**src/rtl/microgreen_class_filter.sv**
```systemverilog
// microgreen_class_filter: sliding-window majority vote over BNN classes,
// with tie hysteresis, a confidence flag and a harvest run-length alert.
module microgreen_class_filter #(
    parameter int         WINDOW        = 8,
    parameter int         THRESH        = 5,
    parameter logic [2:0] HARVEST_CLASS = 3'd2,
    parameter int         HOLD          = 4
) (
    input  logic                        clk,
    input  logic                        rst,
    input  logic [2:0]                  class_in,
    input  logic                        class_valid,
    input  logic                        clear,
    output logic [2:0]                  out_class,
    output logic                        out_valid,
    output logic                        stable,
    output logic                        harvest_alert,
    output logic [$clog2(WINDOW+1)-1:0] fill_count
);
    localparam int CW = $clog2(WINDOW + 1);
    localparam int RW = $clog2(HOLD + 1);
    localparam logic [CW-1:0] WIN_C  = CW'(WINDOW);
    localparam logic [CW-1:0] THR_C  = CW'(THRESH);
    localparam logic [RW-1:0] HOLD_C = RW'(HOLD);

    logic [2:0]    hist [WINDOW];
    logic [CW-1:0] cnt  [8];
    logic [RW-1:0] run;
    logic          pend;
    logic          flush;
    logic          full;
    logic [2:0]    oldest;
    logic [CW-1:0] max_cnt;
    logic [2:0]    pick;

    assign flush  = rst | clear;
    assign full   = (fill_count == WIN_C);
    assign oldest = hist[WINDOW-1];

    // Majority search: keep current class on a tie, else lowest index at max
    always_comb begin
        max_cnt = '0;
        for (int c = 0; c < 8; c++) begin
            if (cnt[c] > max_cnt) max_cnt = cnt[c];
        end
        pick = out_class;
        if (cnt[out_class] != max_cnt) begin
            pick = '0;
            for (int c = 7; c >= 0; c--) begin
                if (cnt[c] == max_cnt) pick = 3'(c);
            end
        end
    end

    // Accept stage: history shift, vote counters, run length and fill level
    always_ff @(posedge clk) begin
        if (flush) begin
            for (int i = 0; i < WINDOW; i++) hist[i] <= '0;
            for (int c = 0; c < 8; c++) cnt[c] <= '0;
            run        <= '0;
            fill_count <= '0;
            pend       <= 1'b0;
        end else begin
            pend <= class_valid;
            if (class_valid) begin
                hist[0] <= class_in;
                for (int i = 1; i < WINDOW; i++) hist[i] <= hist[i-1];
                for (int c = 0; c < 8; c++) begin
                    if (class_in == 3'(c) && !(full && oldest == 3'(c)))
                        cnt[c] <= cnt[c] + 1'b1;
                    else if (class_in != 3'(c) && full && oldest == 3'(c))
                        cnt[c] <= cnt[c] - 1'b1;
                end
                if (!full) fill_count <= fill_count + 1'b1;
                if (class_in == HARVEST_CLASS) begin
                    if (run != HOLD_C) run <= run + 1'b1;
                end else begin
                    run <= '0;
                end
            end
        end
    end

    // Decide stage: register outputs one edge after each accepted sample
    always_ff @(posedge clk) begin
        if (flush) begin
            out_class     <= '0;
            out_valid     <= 1'b0;
            stable        <= 1'b0;
            harvest_alert <= 1'b0;
        end else begin
            out_valid <= pend;
            if (pend) begin
                out_class     <= pick;
                stable        <= (max_cnt >= THR_C);
                harvest_alert <= (run == HOLD_C);
            end
        end
    end
endmodule

```
**config.mk**
```make
export PLATFORM = sky130hd
export DESIGN_NAME = microgreen_class_filter
export DESIGN_NICKNAME = d
export VERILOG_FILES = /design/src/rtl/microgreen_class_filter.sv
export SDC_FILE = /design/constraint.sdc
export NUM_CORES = 1
export LEC_CHECK = 0
export ABC_AREA = 1
export CELL_PAD_IN_SITES_DETAIL_PLACEMENT = 0
export CELL_PAD_IN_SITES_GLOBAL_PLACEMENT = 1
export CORE_MARGIN = 8
export CORE_UTILIZATION = 51
export CTS_CLUSTER_SIZE = 20
export DETAILED_ROUTE_END_ITERATION = 6
export PLACE_DENSITY_LB_ADDON = 0.1
export SYNTH_ARGS = -nofsm -noshare
export SYNTH_HDL_FRONTEND = slang
export SYNTH_SLANG_ARGS = --single-unit
```
**constraint.sdc**
```tcl
create_clock -name clk -period 15 [get_ports clk]
set_clock_uncertainty 0.05 [all_clocks]
set_input_delay 1.5 -clock clk [delete_from_list [all_inputs] [get_ports clk]]
set_output_delay 1.5 -clock clk [all_outputs]
set_load 0.05 [all_outputs]
```
==> impl_metrics.env <==
export IMPL_status="finished, final reports clean"
export IMPL_cts_sinks=73
export IMPL_dr_total_vias=5131
export IMPL_final_nets=875
export IMPL_antenna_left=0
export IMPL_syn_to_final_growth_pct=10.2
export IMPL_max_cap_viol_count=0
export IMPL_first_iter_violations=359
export IMPL_finalSetupTns_ps=0
export IMPL_initial_utilization_pct=51.5
export IMPL_synthAdderAreaFrac_pct=10.1
export IMPL_rsz0062_at_grt="no"
export IMPL_cp_start_kind="register"
export IMPL_worst_setup_path_type="reg2reg"
export IMPL_core_area_um2=11800
export IMPL_clockBufferDepth=2
export IMPL_hpwlAfterDp_um=11500
export IMPL_grt_pass1_wl_um=24500
export IMPL_clk_pin_slew_ps=60
export IMPL_io_pins=17
export IMPL_synth_top_flop_cell="edfxtp_1"
export IMPL_die_area_um2=15700
export IMPL_crit_path_max_incr_delay_ps=450
export IMPL_fin_ws_ps=5780
export IMPL_finalMaxSlewViolations=0
export IMPL_htreeDepth=3
export IMPL_grt_pass1_vias=5045
export IMPL_path_max_fanout=17
export IMPL_hold_violations=0
export IMPL_synth_top_cell_area_share_pct=27.7
export IMPL_synthCells=806
export IMPL_ys_types=36
export IMPL_muxShareOfSynthArea_pct=0.185
export IMPL_synth_compound_area_share_pct=8.87
export IMPL_worstSetupEndpointType="register"
export IMPL_synth_enable_flop_cells=56
export IMPL_clk_latency_ps=340
export IMPL_place_ws_ps=5900
export IMPL_syn_area_um2=6080
export IMPL_crit_top_cell="nand2_4"
export IMPL_drive_above_1_share_pct=11.1
export IMPL_rows=40
export IMPL_reg2reg_depth=64
export IMPL_postSynthAreaPerCell_um2=7.54
export IMPL_hold_depth=2
export IMPL_hp_class="reg2reg"
export IMPL_fmax_mhz=109
export IMPL_setup_viol=0
export IMPL_final_common_cell="inv_1"
export IMPL_grt_max_degree=28
export IMPL_mostFrequentLayoutCells="134 x inv_1, 132 x nand2_1, 93 x nor2_1"
export IMPL_die_y_um=125
export IMPL_postCtsSetupBuffers=0
export IMPL_cts_tree="yes"
export IMPL_firstDrtPassIters=4
export IMPL_cts_resized=0
export IMPL_fin_crit_sh_pct=61.4
export IMPL_synthArstFlopShare_pct=0
export IMPL_wirelength_um=14600
export IMPL_synth_area_leaders="edfxtp_1 28%, inv_1 8.3%, nand2_1 8.2%, ha_1 7.8%, nand3_1 6.2%"
export IMPL_yosys_area_share_xor_xnor_pct=5.04
export IMPL_grt_ovfl_total=0
export IMPL_whs_ps=440
export IMPL_dieWidth_um=125
export IMPL_cts_root_buffer="clkbuf_16"
export IMPL_io_buffers=16
export IMPL_yosysSeqAreaShare_pct=33.3
export IMPL_tightest_slew_ps=961
export IMPL_avgViaCountPerCell=5.26
export IMPL_maxSlewHeadroom_pct=35.8
export IMPL_synth_top_family_by_area="simple AND/OR/NAND/NOR gates"
export IMPL_worstPathArrival_ps=9420
export IMPL_wire_per_inst_um=15.0
export IMPL_cpMaxStageDelayCell="edfxtp_1"
export IMPL_diodes=0
export IMPL_synthSimpleGateAreaFrac_pct=32.7
export IMPL_yosysTopAreaCell="edfxtp_1"
export IMPL_required_ps=15210
export IMPL_fin_crit_ps=9220
export IMPL_cts_hold_buf=0
export IMPL_drcViolationCount=0
export IMPL_antenna_found_initial=0
export IMPL_ys_seq_elements=73
export IMPL_synth_nets=858
export IMPL_grt_usage_pct=19.3
export IMPL_cts_buffers=9
export IMPL_ys_warn_count=0
export IMPL_r2r_slack_ps=5780
export IMPL_gp_congestion=0.889
==> worst max-delay path, delay by kind of cell, from the launching register on <==
kind / cells / cell delay (ps)
AO/OA/AOI/OAI: 8 / 1530
adder cells (fa/ha/maj): 7 / 2130
flip-flops: 1 / 450
XOR/XNOR: 1 / 230
AND/OR/NAND/NOR: 39 / 3800
buffers and inverters: 9 / 890
==> layout make-up <==
type / instances / area, um^2
well taps: 147 / 184
repair buffers: 17 / 168
clock buffers: 9 / 225
inverters: 148 / 556
clock inverters: 7 / 87.6
multi-input cells: 574 / 3460
fillers: 1132 / 5110
flip-flops and latches: 73 / 2020
==> registers in the layout, indices dropped and copies added, names as in the netlist, named ones only <==
register       cells
harvest_alert      1
hist              24
out_class          3
fill_count         4
cnt               32
pend               1
stable             1
out_valid          1
run                3
==> metrics by stage <==
step / cells / util, % / area, um^2
4_1_cts: 975 / 56.7 / 6700
3_3_place_gp: 959 / 54.1 / 6390
5_1_grt: 975 / 56.7 / 6700
2_1_floorplan: 806 / - / 6080
3_5_place_dp: 959 / 54.1 / 6390
6_report: 975 / 56.7 / 6700
==> Yosys cell counts (3+ instances only) <==
library cell	number
a21oi_1	38
inv_1	134
nand3b_1	5
nand2_1	132
o21ai_1	3
nand3_2	6
clkbuf_1	9
o21a_1	5
nand2_4	15
nor2_4	5
nand3_4	5
nor3_1	17
nor2_2	7
o211ai_1	4
xor2_1	32
o21ai_0	40
nand2_2	25
nand4_1	8
clkinv_1	5
edfxtp_1	56
xnor2_1	3
o21bai_1	5
dfxtp_1	17
nand3_1	75
nor2_1	93
ha_1	38
fa_1	7
inv_2	9
==> worst paths after layout <==
path	startpoint	end
setup / recovery	cnt[0][2]	register
setup reg to reg	cnt[0][2]	register
hold reg to reg	run[1]	run[1]
hold / removal	run[1]	run[1]
==> per-layer routing <==
layer	share of wire, %	up-vias	track usage [%]
li1	-	2644	-
met1	47	2384	24.7
met2	47	89	32.3
met3	3.9	14	3.19
met4	1.4	0	6.30
met5	0	-	0
==> logic make-up (layout without fill, tap and decap cells) <==
| logic type | Yosys count | after routing |
|---|---|---|
| DFF | 73 | 73 |
| buffers and inverters | 159 | 181 |
| adders and majority gates | 45 | 45 |
| muxes | 1 | 1 |
| and+or+nand+nor | 394 | 394 |
| xor gates and xnor gates | 35 | 35 |
| AOI/OAI and AO/OA | 99 | 99 |
Power is not shown: default switching activity piles up to over one toggle a cycle in this logic, so the estimate is an artifact.
